File: src/rtl/planar_route_scheduler_if.sv
// Request/valve bundle between the route scheduler and its controller.
// The master modport belongs to the controller side; the slave modport belongs to the scheduler.
interface planar_route_scheduler_if #(
  parameter int N_SW    = 6,
  parameter int TGT_W   = 4,
  parameter int DWELL_W = 16
);
  logic [1:0]           req_valid;
  logic [1:0]           req_ready;
  logic [2*TGT_W-1:0]   req_target;
  logic [2*DWELL_W-1:0] req_dwell;
  logic [1:0]           abort;
  logic [1:0]           done;
  logic [1:0]           aborted;
  logic [1:0]           err;
  logic [1:0]           busy;
  logic [4*N_SW-1:0]    sw_cfg;
  logic [1:0]           mrg_sel;

  modport master (
    output req_valid, req_target, req_dwell, abort,
    input  req_ready, done, aborted, err, busy, sw_cfg, mrg_sel
  );

  modport slave (
    input  req_valid, req_target, req_dwell, abort,
    output req_ready, done, aborted, err, busy, sw_cfg, mrg_sel
  );
endinterface

File: src/rtl/planar_route_scheduler.sv
// Two-lane planar flow-switch sequencer. Each lane primes, holds and flushes its
// switch chain; the shared merge valve is handed out round-robin to output-path routes.
module planar_route_scheduler #(
  parameter int N_SW       = 6,
  parameter int TGT_W      = 4,
  parameter int DWELL_W    = 16,
  parameter int SETTLE_CYC = 4
) (
  input  logic                    clk,
  input  logic                    rst,
  planar_route_scheduler_if.slave bus
);
  localparam int SET_W = $clog2(SETTLE_CYC + 1);
  localparam int CNT_W = (DWELL_W > SET_W) ? DWELL_W : SET_W;
  localparam logic [TGT_W-1:0]  OUT_TGT   = TGT_W'(2 * N_SW);
  localparam logic [CNT_W-1:0]  SETTLE_LD = CNT_W'(SETTLE_CYC);
  localparam logic [CNT_W-1:0]  CNT_ONE   = CNT_W'(1);
  localparam logic [2*N_SW-1:0] ALL_PASS  = {N_SW{2'b01}};

  typedef enum logic [2:0] {
    S_IDLE, S_WAIT_MRG, S_PRIME, S_FLOW, S_FLUSH
  } lane_state_t;

  // Upstream switches pass, the selected switch diverts, downstream stays closed.
  function automatic logic [2*N_SW-1:0] decode_branch(input logic [TGT_W-1:0] t);
    logic [2*N_SW-1:0] cfg;
    int sel;
    cfg = '0;
    sel = int'(t >> 1);
    for (int k = 0; k < N_SW; k++) begin
      if (k < sel) begin
        cfg[2*k +: 2] = 2'b01;
      end else if (k == sel) begin
        cfg[2*k +: 2] = {1'b1, t[0]};
      end
    end
    return cfg;
  endfunction

  logic [1:0]        waiting;
  logic [1:0]        grant;
  logic [1:0]        release_req;
  logic [1:0]        close_req;
  logic [1:0]        lane_busy;
  logic [1:0]        lane_done;
  logic [1:0]        lane_aborted;
  logic [1:0]        lane_err;
  logic [4*N_SW-1:0] cfg_all;

  logic       owner_valid_reg;
  logic       owner_reg;
  logic       rr_ptr_reg;
  logic [1:0] mrg_sel_reg;

  // Grants only when nobody owns the merge; a tie goes to the lane after the pointer.
  always_comb begin
    grant = 2'b00;
    if (!owner_valid_reg) begin
      if (waiting == 2'b11) begin
        grant = rr_ptr_reg ? 2'b01 : 2'b10;
      end else begin
        grant = waiting;
      end
    end
  end

  always_ff @(posedge clk) begin
    if (rst) begin
      owner_valid_reg <= 1'b0;
      owner_reg       <= 1'b0;
      rr_ptr_reg      <= 1'b1;
      mrg_sel_reg     <= 2'b00;
    end else begin
      if (owner_valid_reg && release_req[owner_reg]) begin
        owner_valid_reg <= 1'b0;
      end
      if (owner_valid_reg && close_req[owner_reg]) begin
        mrg_sel_reg <= 2'b00;
      end
      // A grant is one-hot and doubles as the merge valve code.
      if (grant != 2'b00) begin
        owner_valid_reg <= 1'b1;
        owner_reg       <= grant[1];
        rr_ptr_reg      <= grant[1];
        mrg_sel_reg     <= grant;
      end
    end
  end

  generate
    for (genvar gi = 0; gi < 2; gi++) begin : g_lane
      lane_state_t       state_reg;
      logic [CNT_W-1:0]  cnt_reg;
      logic [DWELL_W-1:0] dwell_reg;
      logic [2*N_SW-1:0] cfg_reg;
      logic              abort_seen_reg;
      logic              done_reg;
      logic              aborted_reg;
      logic              err_reg;
      logic [TGT_W-1:0]  tgt;
      logic [DWELL_W-1:0] dwell_in;
      logic              cnt_last;
      logic              lane_abort;

      assign tgt        = bus.req_target[gi*TGT_W +: TGT_W];
      assign dwell_in   = bus.req_dwell[gi*DWELL_W +: DWELL_W];
      assign lane_abort = bus.abort[gi];
      assign cnt_last   = (cnt_reg == CNT_ONE);

      assign waiting[gi]     = (state_reg == S_WAIT_MRG) && !lane_abort;
      assign release_req[gi] = (state_reg == S_FLUSH) && cnt_last;
      assign close_req[gi]   = ((state_reg == S_PRIME) && lane_abort) ||
                               ((state_reg == S_FLOW) && (lane_abort || cnt_last));

      always_ff @(posedge clk) begin
        if (rst) begin
          state_reg      <= S_IDLE;
          cnt_reg        <= '0;
          dwell_reg      <= '0;
          cfg_reg        <= '0;
          abort_seen_reg <= 1'b0;
          done_reg       <= 1'b0;
          aborted_reg    <= 1'b0;
          err_reg        <= 1'b0;
        end else begin
          done_reg    <= 1'b0;
          aborted_reg <= 1'b0;
          err_reg     <= 1'b0;
          case (state_reg)
            S_IDLE: begin
              if (bus.req_valid[gi]) begin
                dwell_reg      <= (dwell_in == '0) ? DWELL_W'(1) : dwell_in;
                abort_seen_reg <= 1'b0;
                if (tgt < OUT_TGT) begin
                  state_reg <= S_PRIME;
                  cnt_reg   <= SETTLE_LD;
                  cfg_reg   <= decode_branch(tgt);
                end else if (tgt == OUT_TGT) begin
                  state_reg <= S_WAIT_MRG;
                end else begin
                  err_reg <= 1'b1;
                end
              end
            end
            S_WAIT_MRG: begin
              // Abort beats a same-cycle grant; the arbiter already excludes this lane.
              if (lane_abort) begin
                state_reg   <= S_IDLE;
                done_reg    <= 1'b1;
                aborted_reg <= 1'b1;
              end else if (grant[gi]) begin
                state_reg <= S_PRIME;
                cnt_reg   <= SETTLE_LD;
                cfg_reg   <= ALL_PASS;
              end
            end
            S_PRIME: begin
              if (lane_abort) begin
                state_reg      <= S_FLUSH;
                cnt_reg        <= SETTLE_LD;
                cfg_reg        <= '0;
                abort_seen_reg <= 1'b1;
              end else if (cnt_last) begin
                state_reg <= S_FLOW;
                cnt_reg   <= CNT_W'(dwell_reg);
              end else begin
                cnt_reg <= cnt_reg - CNT_ONE;
              end
            end
            S_FLOW: begin
              if (lane_abort || cnt_last) begin
                state_reg      <= S_FLUSH;
                cnt_reg        <= SETTLE_LD;
                cfg_reg        <= '0;
                abort_seen_reg <= lane_abort;
              end else begin
                cnt_reg <= cnt_reg - CNT_ONE;
              end
            end
            S_FLUSH: begin
              if (cnt_last) begin
                state_reg   <= S_IDLE;
                done_reg    <= 1'b1;
                aborted_reg <= abort_seen_reg;
              end else begin
                cnt_reg <= cnt_reg - CNT_ONE;
              end
            end
            default: begin
              state_reg <= S_IDLE;
              cfg_reg   <= '0;
            end
          endcase
        end
      end

      assign lane_busy[gi]    = (state_reg != S_IDLE);
      assign lane_done[gi]    = done_reg;
      assign lane_aborted[gi] = aborted_reg;
      assign lane_err[gi]     = err_reg;
      assign cfg_all[gi*2*N_SW +: 2*N_SW] = cfg_reg;
    end
  endgenerate

  assign bus.req_ready = ~lane_busy;
  assign bus.busy      = lane_busy;
  assign bus.done      = lane_done;
  assign bus.aborted   = lane_aborted;
  assign bus.err       = lane_err;
  assign bus.sw_cfg    = cfg_all;
  assign bus.mrg_sel   = mrg_sel_reg;
endmodule

File: src/flat_wrapper.sv
// flat-port wrapper written by rule: the top's interface ports become plain ports
module planar_route_scheduler_flat 
#(
  parameter int N_SW       = 6,
  parameter int TGT_W      = 4,
  parameter int DWELL_W    = 16,
  parameter int SETTLE_CYC = 4
)
  (clk, rst, bus_req_valid, bus_req_target, bus_req_dwell, bus_abort, bus_req_ready, bus_done, bus_aborted, bus_err, bus_busy, bus_sw_cfg, bus_mrg_sel);
  planar_route_scheduler_if #(.N_SW(N_SW), .TGT_W(TGT_W), .DWELL_W(DWELL_W)) bus_i ();
  input  logic clk;
  input  logic rst;
  input wire logic [$bits(bus_i.req_valid)-1:0] bus_req_valid;
  input wire logic [$bits(bus_i.req_target)-1:0] bus_req_target;
  input wire logic [$bits(bus_i.req_dwell)-1:0] bus_req_dwell;
  input wire logic [$bits(bus_i.abort)-1:0] bus_abort;
  output wire logic [$bits(bus_i.req_ready)-1:0] bus_req_ready;
  output wire logic [$bits(bus_i.done)-1:0] bus_done;
  output wire logic [$bits(bus_i.aborted)-1:0] bus_aborted;
  output wire logic [$bits(bus_i.err)-1:0] bus_err;
  output wire logic [$bits(bus_i.busy)-1:0] bus_busy;
  output wire logic [$bits(bus_i.sw_cfg)-1:0] bus_sw_cfg;
  output wire logic [$bits(bus_i.mrg_sel)-1:0] bus_mrg_sel;
  assign bus_i.req_valid = bus_req_valid;
  assign bus_i.req_target = bus_req_target;
  assign bus_i.req_dwell = bus_req_dwell;
  assign bus_i.abort = bus_abort;
  assign bus_req_ready = bus_i.req_ready;
  assign bus_done = bus_i.done;
  assign bus_aborted = bus_i.aborted;
  assign bus_err = bus_i.err;
  assign bus_busy = bus_i.busy;
  assign bus_sw_cfg = bus_i.sw_cfg;
  assign bus_mrg_sel = bus_i.mrg_sel;
  planar_route_scheduler #(.N_SW(N_SW), .TGT_W(TGT_W), .DWELL_W(DWELL_W), .SETTLE_CYC(SETTLE_CYC)) u_core (.clk(clk), .rst(rst), .bus(bus_i));
endmodule
File: config.mk
export PLATFORM = sky130hd
export DESIGN_NAME = planar_route_scheduler_flat
export DESIGN_NICKNAME = d
export VERILOG_FILES = /design/src/rtl/planar_route_scheduler_if.sv /design/src/rtl/planar_route_scheduler.sv /design/src/flat_wrapper.sv
export SDC_FILE = /design/constraint.sdc
export NUM_CORES = 1
export LEC_CHECK = 0
export BUFFER_PORTS_ARGS = -buffer_cell sky130_fd_sc_hd__buf_2
export CORE_ASPECT_RATIO = 2
export CORE_MARGIN = 4
export CORE_UTILIZATION = 57
export DETAILED_ROUTE_END_ITERATION = 7
export GPL_ROUTABILITY_DRIVEN = 0
export PLACE_DENSITY_LB_ADDON = 0.25
export SKIP_CTS_REPAIR_TIMING = 1
export SYNTH_ARGS = -nofsm -noshare
export SYNTH_HDL_FRONTEND = slang
export SYNTH_SLANG_ARGS = --single-unit
export TNS_END_PERCENT = 30
File: constraint.sdc
create_clock -name clk -period 2.4 [get_ports clk]
set_input_delay 0.12 -clock clk [delete_from_list [all_inputs] [get_ports clk]]
set_output_delay 0.12 -clock clk [all_outputs]
set_load 0.02 [all_outputs]
### Word-level counts from Yosys, hierarchy flattened

Index checks and enable logic that the tools add are counted.

| operators by class | value |
|---|---|
| bitwise logic cells | 7 |
| reductions and logical operators | 43 |
| $add $sub $neg | 2 |
| eq/ne operators | 45 |
| mux-type cells | 109 |
| $lt $le $gt $ge | 15 |

Operator list:

| kind | number |
|---|---|
| 16-bit two-way mux | 18 |
| 16-bit one-hot mux with 5 select lines | 2 |
| 12-bit two-way mux | 12 |
| 12-bit one-hot mux with 5 select lines | 2 |
| 32-bit logical NOT | 2 |
| 2-bit two-way mux | 29 |
| 3-bit two-way mux | 18 |
| 16-bit by 1-bit equality test with 1-bit output (second input constant) | 2 |
| 16-bit logical NOT | 2 |
| 16-bit by 1-bit subtractor with 16-bit output (second input constant) | 2 |
| 3-bit one-hot mux with 5 select lines | 2 |
| 3-bit equality test (first input constant) | 8 |
| 6-bit AND reduction | 4 |
| 1-bit two-way mux | 20 |
| 2-bit != test (second input constant) | 10 |
| 7-bit AND reduction | 2 |
| 3-bit by 2-bit equality test with 1-bit output (second input constant) | 4 |
| 1-bit by 3-bit less-than comparator with 1-bit output (first input constant) | 4 |
| 2-bit by 3-bit less-than comparator with 1-bit output (first input constant) | 4 |
| 3-bit less-than comparator (first input constant) | 4 |
| 2-bit by 1-bit != test with 1-bit output (second input constant) | 6 |
| 3-bit by 2-bit != test with 1-bit output (second input constant) | 4 |
| 3-bit nonzero test | 4 |
| 1-bit logical AND | 10 |
| other kinds (20) | 46 |

| word-level totals | value |
|---|---|
| word-level logic and storage cells | 241 |
| output and inout bits | 36 |
| register bits | 107 |
| bits of input ports | 46 |

### Depth between registers and ports, before layout

Gate-level depths: netlist of run 1.

| depth | value |
|---|---|
| depth after elaboration | 9 |
| depth in mapped cells | 10 |
| gate-level depth less buffers | 8 |

### Worst setup path after synthesis of run 1

Ideal clock, no wire load.

| timing path | value |
|---|---|
| path kind | reg-to-reg |
| start | register u_core.g_lane[0].state_reg[1] |
| end | register u_core.g_lane[0].dwell_reg[10] |
| slack | 0.249 ns |
| data arrival time | 2.081 ns |
| library setup time | 0.070 ns |
| path buffers | 3 |
| required time | 2.330 ns |
| cell stages (with the launch flop) | 10 |
| clock period less this slack | 2.151 ns |
| cells stage by stage | dfxtp_1 > clkbuf_1 > inv_1 > nand2_1 > nor2_1 > and2_1 > clkbuf_1 > clkbuf_1 > nand2_1 > a21oi_1 |

| on the way | value |
|---|---|
| word-level cells in the longest chain between the ends | 2 |

Ends and longest elaborated chain:

| item | line | RTL |
|---|---|---|
| from (decl) | planar_route_scheduler.sv:92 | `lane_state_t state_reg;` |
| from (signal assigned) | planar_route_scheduler.sv:117 | `state_reg <= S_IDLE;` |
| from (signal assigned) | planar_route_scheduler.sv:135 | `state_reg <= S_PRIME;` |
| from (signal assigned) | planar_route_scheduler.sv:139 | `state_reg <= S_WAIT_MRG;` |
| 3-bit logical NOT | planar_route_scheduler.sv:129 | `case (state_reg)` |
| 2-bit AND reduction (no source line) | -- |  |
| to (signal assigned) | planar_route_scheduler.sv:132 | `dwell_reg <= (dwell_in == '0) ? DWELL_W'(1) : dwell_in;` |
| to (decl) | planar_route_scheduler.sv:94 | `logic [DWELL_W-1:0] dwell_reg;` |

Every way passes these cells.
A chain may end at the register's enable or synchronous reset.

### Final worst setup path of run 1

| timing path | value |
|---|---|
| start | register u_core.g_lane[0].cnt_reg[10] |
| end | register u_core.g_lane[0].cnt_reg[13] |

| on the way | value |
|---|---|
| word-level cells in the longest chain between the ends | 4 |
| elaborated cells on any way between the ends | 10 |
| classes of those cells | add/sub (1); eq/ne (2); mux (5); reduce/logical (2) |

Ends and longest elaborated chain:

| item | line | RTL |
|---|---|---|
| from (decl) | planar_route_scheduler.sv:93 | `logic [CNT_W-1:0] cnt_reg;` |
| from (signal assigned) | planar_route_scheduler.sv:165 | `cnt_reg <= CNT_W'(dwell_reg);` |
| from (signal assigned) | planar_route_scheduler.sv:167 | `cnt_reg <= cnt_reg - CNT_ONE;` |
| from (signal assigned) | planar_route_scheduler.sv:177 | `cnt_reg <= cnt_reg - CNT_ONE;` |
| 16-bit by 1-bit subtractor with 16-bit output or 16-bit by 1-bit equality test with 1-bit output (tied branches) | -- |  |
| 16-bit two-way mux or 1-bit logical OR (tied branches) | planar_route_scheduler.sv:163, planar_route_scheduler.sv:171 |  |
| 16-bit two-way mux (on tied branches) | planar_route_scheduler.sv:158, planar_route_scheduler.sv:171 |  |
| 16-bit one-hot mux with 5 select lines | planar_route_scheduler.sv:129 |  |

Several ways; a longest one is shown, not always the timed one. The select of a mux whose other input is x is not followed.

==> results_dict.tcl, run 1 <==
set metrics [dict create \
    critical_path.max_fanout 15 \
    areaGrowthSynthToFinish_pct 13.99 \
    initial_utilization_pct 57.92 \
    timing.rr.start "u_core.g_lane[0].cnt_reg[10]" \
    status "finished clean" \
    worst_hold_path_type "in -> reg" \
    timing.final.crit_share_pct 93.09 \
    power_mw 7.130 \
    syn_nets 777 \
    min_to "u_core.g_lane[1].dwell_reg[15]" \
    crit_required_ns 2.61 \
    syn-instance-count 727 \
    slew_headroom_pct 55.27 \
    period_minus_slack_ns 2.234 \
    yosysTopAreaCellShare_pct 38.13 \
    critical_path_arrival_ns 2.45 \
    cts_tree "built" \
    wl_per_cell_um 15.85 \
    io_pins 82 \
    drc 0 \
    r2r-end "u_core.g_lane[0].cnt_reg[13]" \
    vdd_drop_max_uv 798.1 \
    min-delay-start "bus_req_dwell[31]" \
    path_clk_slew_ns 0.08 \
    crit_top_cell "nand3_1" \
    grt_max_degree 67 \
    grt-ovfl-total 0 \
    fmax_mhz 447.6 \
    ys_async_sr_fraction_pct 0 \
    maxSlewViolCount 0 \
    setup_tns_ns 0 \
    synth-edff-count 0 \
    cp_cell_sequence "nor3_1 > buf_4 > nand3_1 > or2_2 > nand3_1 > a21o_1 > o21ai_0" \
    netlist_area_um2 5618 \
    setup_viol 0 \
    slowest_delay_ns 0.42 \
    synth_area_leaders "dfxtp_1, a21oi_1, nand2_1" \
    timing.final.ws_setup_ns 0.1658 \
    p_leak_nw 2.576 \
    synthFlopType "dfxtp_1" \
    die_h_um 148.4 \
    holdPathStages 3 \
    fin_nets 845 \
    chipWidth_um 78.20 \
    antenna_found_initial 0 \
    crit_path_end_kind "flop" \
    numCtsBuffers 9 \
    core_area_um2 9699 \
    diodes 0 \
    firstDrtPassIters 7 \
    yosysWarnings 0 \
    skew_ns 0.009668 \
    hpwl_um 11240 \
    seq_area_frac_synth_pct 38.13 \
    reg2regPathDepth 7 \
    avgSynthCellArea_um2 7.727 \
    cap_viol_max_count 0 \
    final_hold_viol_count 0 \
    postLayoutCoreUtil_pct 66.02 \
    grt_pass1_vias 5497 \
    avgViaCountPerCell 6.068 \
    port_buffers 81 \
    cts_sinks 107 \
    die_area_um2 11600 \
    ff_latch_area_um2 2142 \
    power_density_nw_per_um2 1113 \
    yosysUniqueCellTypes 72 \
    tightest_slew_ns 0.6709 \
    dpl_worst_slack_ns 0.07385 \
    slowest_stage "or2_2" \
    drtIter0Drc 454 \
    drtAntennaViolNets 0 \
    cts_buffer_depth 2 \
    insertion_delay_ns 0.35 \
    htree_levels 3 \
    ys_seq_elements 107 \
    grt_setup_unrepaired "false" \
    cts_root_buf "clkbuf_16" \
    drive_gt1_share_pct 19.00 \
    vias 5655 \
    final_common_cell "nand2_1" \
    crit_type "reg -> reg" \
    grt_pass1_wl_um 24850 \
    rrSetupSlack_ns 0.17 \
    finalWirelength_um 14770 \
    cp-start-kind "flop" \
    multi_input_area_um2 3095 \
    row_count 51 \
    track_usage_pct 26.37 \
    fillers 865 \
    final_cell_mix "nand2_1, dfxtp_1, a21oi_1" \
    yosysTopAreaCell "dfxtp_1" \
]
==> worst max-delay path by stage <==
stage	cells past startpoint	to	startpoint	slack, ns
final	7	u_core.g_lane[0].cnt_reg[13]	u_core.g_lane[0].cnt_reg[10]	0.17
after global routing	6	u_core.g_lane[0].cnt_reg[13]	u_core.g_lane[0].cnt_reg[8]	0.005
after CTS	8	u_core.g_lane[1].cnt_reg[8]	u_core.g_lane[1].cnt_reg[1]	0.04
after detailed placement	8	u_core.g_lane[1].cnt_reg[8]	u_core.g_lane[1].cnt_reg[1]	0.07
after global placement	8	u_core.g_lane[0].cfg_reg[3]	u_core.g_lane[0].cnt_reg[0]	0.15
after floorplan	9	u_core.g_lane[0].dwell_reg[10]	u_core.g_lane[0].state_reg[1]	0.25
==> area by class of cell <==
type	instances	area share (%)
clock buffers	9	3.517
clock inverters	7	1.309
multi-input cells	552	48.34
well taps	132	2.579
repair buffers	110	9.926
inverters	15	0.8792
flip-flops and latches	107	33.45
==> per-layer routing <==
layer  global-route usage (%)  vias to the layer above  routed length (µm)
li1                         -                     2736                   -
met1                    26.48                     2606                5272
met2                    50.00                      256                8013
met3                    3.879                       57                 800
met4                    15.50                        0                 688
met5                        0                        -                   0
==> per-stage QoR <==
step           instances  hold slack, ns  instance area (µm²)
6_report             932         0.01652                 6404
5_1_grt              932         0.02298                 6404
4_1_cts              932         0.01005                 6387
2_1_floorplan        727          0.2533                 5618
3_5_place_dp         916          0.3790                 6078
3_3_place_gp         916          0.3705                 6078
==> Yosys cell counts (5+ instances only) <==
master	count
a211oi_1	5
a21oi_1	94
a22oi_1	14
a31oi_1	7
and2_1	6
buf_2	7
buf_4	7
buf_6	8
clkbuf_1	26
dfxtp_1	107
inv_1	15
mux2i_1	8
nand2_1	115
nand2b_1	6
nand3_1	20
nand3b_1	6
nand4_1	7
nor2_1	60
nor3_1	31
nor4_1	13
o211ai_1	6
o21ai_0	37
o21ai_1	17
or2_2	5
or3_1	11
==> worst max-delay path: cells and delay by family, from the launching register on <==
family,cells,cell delay (ns)
AND/OR/NAND/NOR,4,0.98
flip-flops,1,0.35
buffers and inverters,1,0.18
AO/OA/AOI/OAI,2,0.58
==> report_power, final <==
group	internal, mW	total [mW]	switching (mW)
registers	2.09	2.32	0.221
clock network	0.828	1.52	0.694
logic	1.25	3.29	2.05
total	4.17	7.13	2.96
==> cell families after synthesis <==
| kind of cell | after synthesis | synth area share, % |
|---|---|---|
| AND/OR/NAND/NOR | 314 | 27.80 |
| AO/OA/AOI/OAI | 222 | 24.08 |
| flip-flops | 107 | 38.13 |
| buffers and inverters | 68 | 7.060 |
| multiplexers | 8 | 1.425 |
| XOR/XNOR | 4 | 0.6237 |
| adder cells (fa/ha/maj) | 4 | 0.8909 |
Power figures use the tool's default switching activity.
==> inputs of run 2 (changes only) <==
--- a/config.mk
+++ b/config.mk
@@ -8,7 +8,7 @@
 export BUFFER_PORTS_ARGS = -buffer_cell sky130_fd_sc_hd__buf_2
 export CORE_ASPECT_RATIO = 2
 export CORE_MARGIN = 4
-export CORE_UTILIZATION = 57
+export CORE_UTILIZATION = 55
 export DETAILED_ROUTE_END_ITERATION = 7
 export GPL_ROUTABILITY_DRIVEN = 0
 export PLACE_DENSITY_LB_ADDON = 0.25
==> results_dict.tcl, run 2 (same netlist as run 1, synthesis figures left out) <==
set metrics [dict create \
    initial_utilization_pct 55.71 \
    diodes 0 \
    status "finished clean" \
    grt_setup_unrepaired "true" \
    critical_path_arrival_ns 2.52 \
    critPathTopFamily "simple AND/OR/NAND/NOR gates" \
    cap_viol_max_count 0 \
    htree_levels 3 \
    r2r-end "u_core.g_lane[0].cnt_reg[5]" \
    row_count 52 \
    cts_sinks 107 \
    port_buffers 81 \
    slowest_stage "o21ai_1" \
    hpwl_um 11280 \
    timing.rr.start "u_core.g_lane[0].cnt_reg[10]" \
    final_cell_mix "nand2_1, dfxtp_1, a21oi_1" \
    track_usage_pct 25.87 \
    drive_gt1_share_pct 19.33 \
    hold_slack_ns 0.01356 \
    antenna_found_initial 0 \
    numCtsBuffers 9 \
    cts_tree "built" \
    crit_path_end_kind "flop" \
    holdPathStages 3 \
    grt-ovfl-total 0 \
    p_leak_nw 2.596 \
    fmax_mhz 439.3 \
    skew_ns 0.006489 \
    cts_buffer_depth 2 \
    min-delay-start "bus_req_dwell[21]" \
    min_to "u_core.g_lane[1].dwell_reg[5]" \
    power_density_nw_per_um2 1110 \
    cp.buffers_inverters 0 \
    drtAntennaViolNets 0 \
    drc 0 \
    io_pins 82 \
    clockPowerShare_pct 20.7 \
    setup_viol 0 \
    vias 5706 \
    tightest_slew_ns 0.8310 \
    p_sw_share_pct 41.69 \
    crit_required_ns 2.64 \
    chipWidth_um 79.47 \
    slew_headroom_pct 44.23 \
    path_clk_slew_ns 0.07 \
    crit_type "reg -> reg" \
    power.share.sequential_pct 32.8 \
    fin_nets 852 \
    period_minus_slack_ns 2.277 \
    areaGrowthSynthToFinish_pct 14.81 \
    critical_path.max_fanout 12 \
    maxSlewViolCount 0 \
    reg2regPathDepth 6 \
    die_h_um 150.9 \
    cp_cell_sequence "nor3_1 > nand3_1 > o21ai_1 > a21oi_1 > or2_2 > o2bb2ai_1" \
    cts_root_buf "clkbuf_16" \
    grt_pass1_vias 5420 \
    vdd_drop_max_uv 627.1 \
    final_common_cell "nand2_1" \
    timing.final.crit_share_pct 94.86 \
    finalWirelength_um 15160 \
    setup_tns_ns 0 \
    drtIter0Drc 473 \
    worst_hold_path_type "in -> reg" \
    postLayoutCoreUtil_pct 63.96 \
    wl_per_cell_um 16.10 \
    grt_max_degree 30 \
    insertion_delay_ns 0.35 \
    internal_power_mw 4.173 \
    grt_pass1_wl_um 25070 \
    firstDrtPassIters 5 \
    die_area_um2 11990 \
    core_area_um2 10080 \
    slowest_delay_ns 0.69 \
    final_hold_viol_count 0 \
    cp-start-kind "flop" \
    switchingPower_mw 2.984 \
    avgViaCountPerCell 6.057 \
    rrSetupSlack_ns 0.12 \
    p_comb_share_pct 46.5 \
    fillers 925 \
]
run 2: changes by cell type in the layout (fill, tap and decap cells not counted), sizes merged:
| cell | before | now |
|---|---|---|
| clkbuf | 9 | 10 |
| inv | 18 | 15 |
| clkinvlp | 1 | 3 |
| buf | 110 | 117 |
run 2: final cells by class:
| class | count | area [µm²] | area share (%) |
|---|---|---|---|
| multi-input combinational | 552 | 3099 | 48.05 |
| timing repair buffer | 117 | 688.2 | 10.67 |
| inverter | 15 | 56.30 | 0.8729 |
| tap | 135 | 168.9 | 2.619 |
| clock buffer | 10 | 229.0 | 3.550 |
| sequential | 107 | 2142 | 33.21 |
| clock inverter | 6 | 66.31 | 1.028 |
run 2: per-stage QoR:
step	cell area (µm²)	instances	power [mW]	setup slack [ns]
finish	6450	942	7.156	0.1234
global route	6450	942	7.610	-0.0009104
CTS	6430	942	7.114	-0.01043
detailed placement	6135	926	5.619	-0.0008236
global placement	6135	926	5.541	0.09195
floorplan	5618	727	4.747	0.2486
run 2: power by group through the flow:
| stage | Combinational [mW] | Clock [mW] | Sequential (mW) |
|---|---|---|---|
| 2_1_floorplan | 2.31 | 0 | 2.44 |
| 3_3_place_gp | 3.18 | 0 | 2.36 |
| 3_5_place_dp | 3.24 | 0 | 2.38 |
| 4_1_cts | 3.27 | 1.50 | 2.34 |
| 5_1_grt | 3.66 | 1.56 | 2.39 |
| 6_report | 3.33 | 1.48 | 2.35 |
run 2: worst max-delay path by stage:
stage	to	depth (start not counted)	start	slack, ns
6_report	u_core.g_lane[0].cnt_reg[5]	6	u_core.g_lane[0].cnt_reg[10]	0.12
2_1_floorplan	u_core.g_lane[0].dwell_reg[10]	9	u_core.g_lane[0].state_reg[1]	0.25
5_1_grt	u_core.g_lane[0].cnt_reg[7]	9	u_core.g_lane[1].state_reg[0]	-0.0009
3_3_place_gp	u_core.g_lane[1].cnt_reg[3]	8	u_core.g_lane[1].cnt_reg[1]	0.09
4_1_cts	u_core.g_lane[1].cnt_reg[8]	8	u_core.g_lane[1].cnt_reg[1]	-0.01
3_5_place_dp	u_core.g_lane[1].cnt_reg[8]	8	u_core.g_lane[1].cnt_reg[1]	-0.0008
run 2: worst min-delay path, delay by kind of cell:
family | cells | cell delay [ns]
buf+inv | 1 | 0.10
simple gates | 1 | 0.05
compound gates | 1 | 0.05
run 2: layer usage:
metal	vias up	part of all wire, %	GRT usage (%)
met1	2619	36	26.95
li1	2756	-	-
met4	0	4.0	11.79
met2	277	54	49.71
met5	-	0	0
met3	54	6.2	3.393
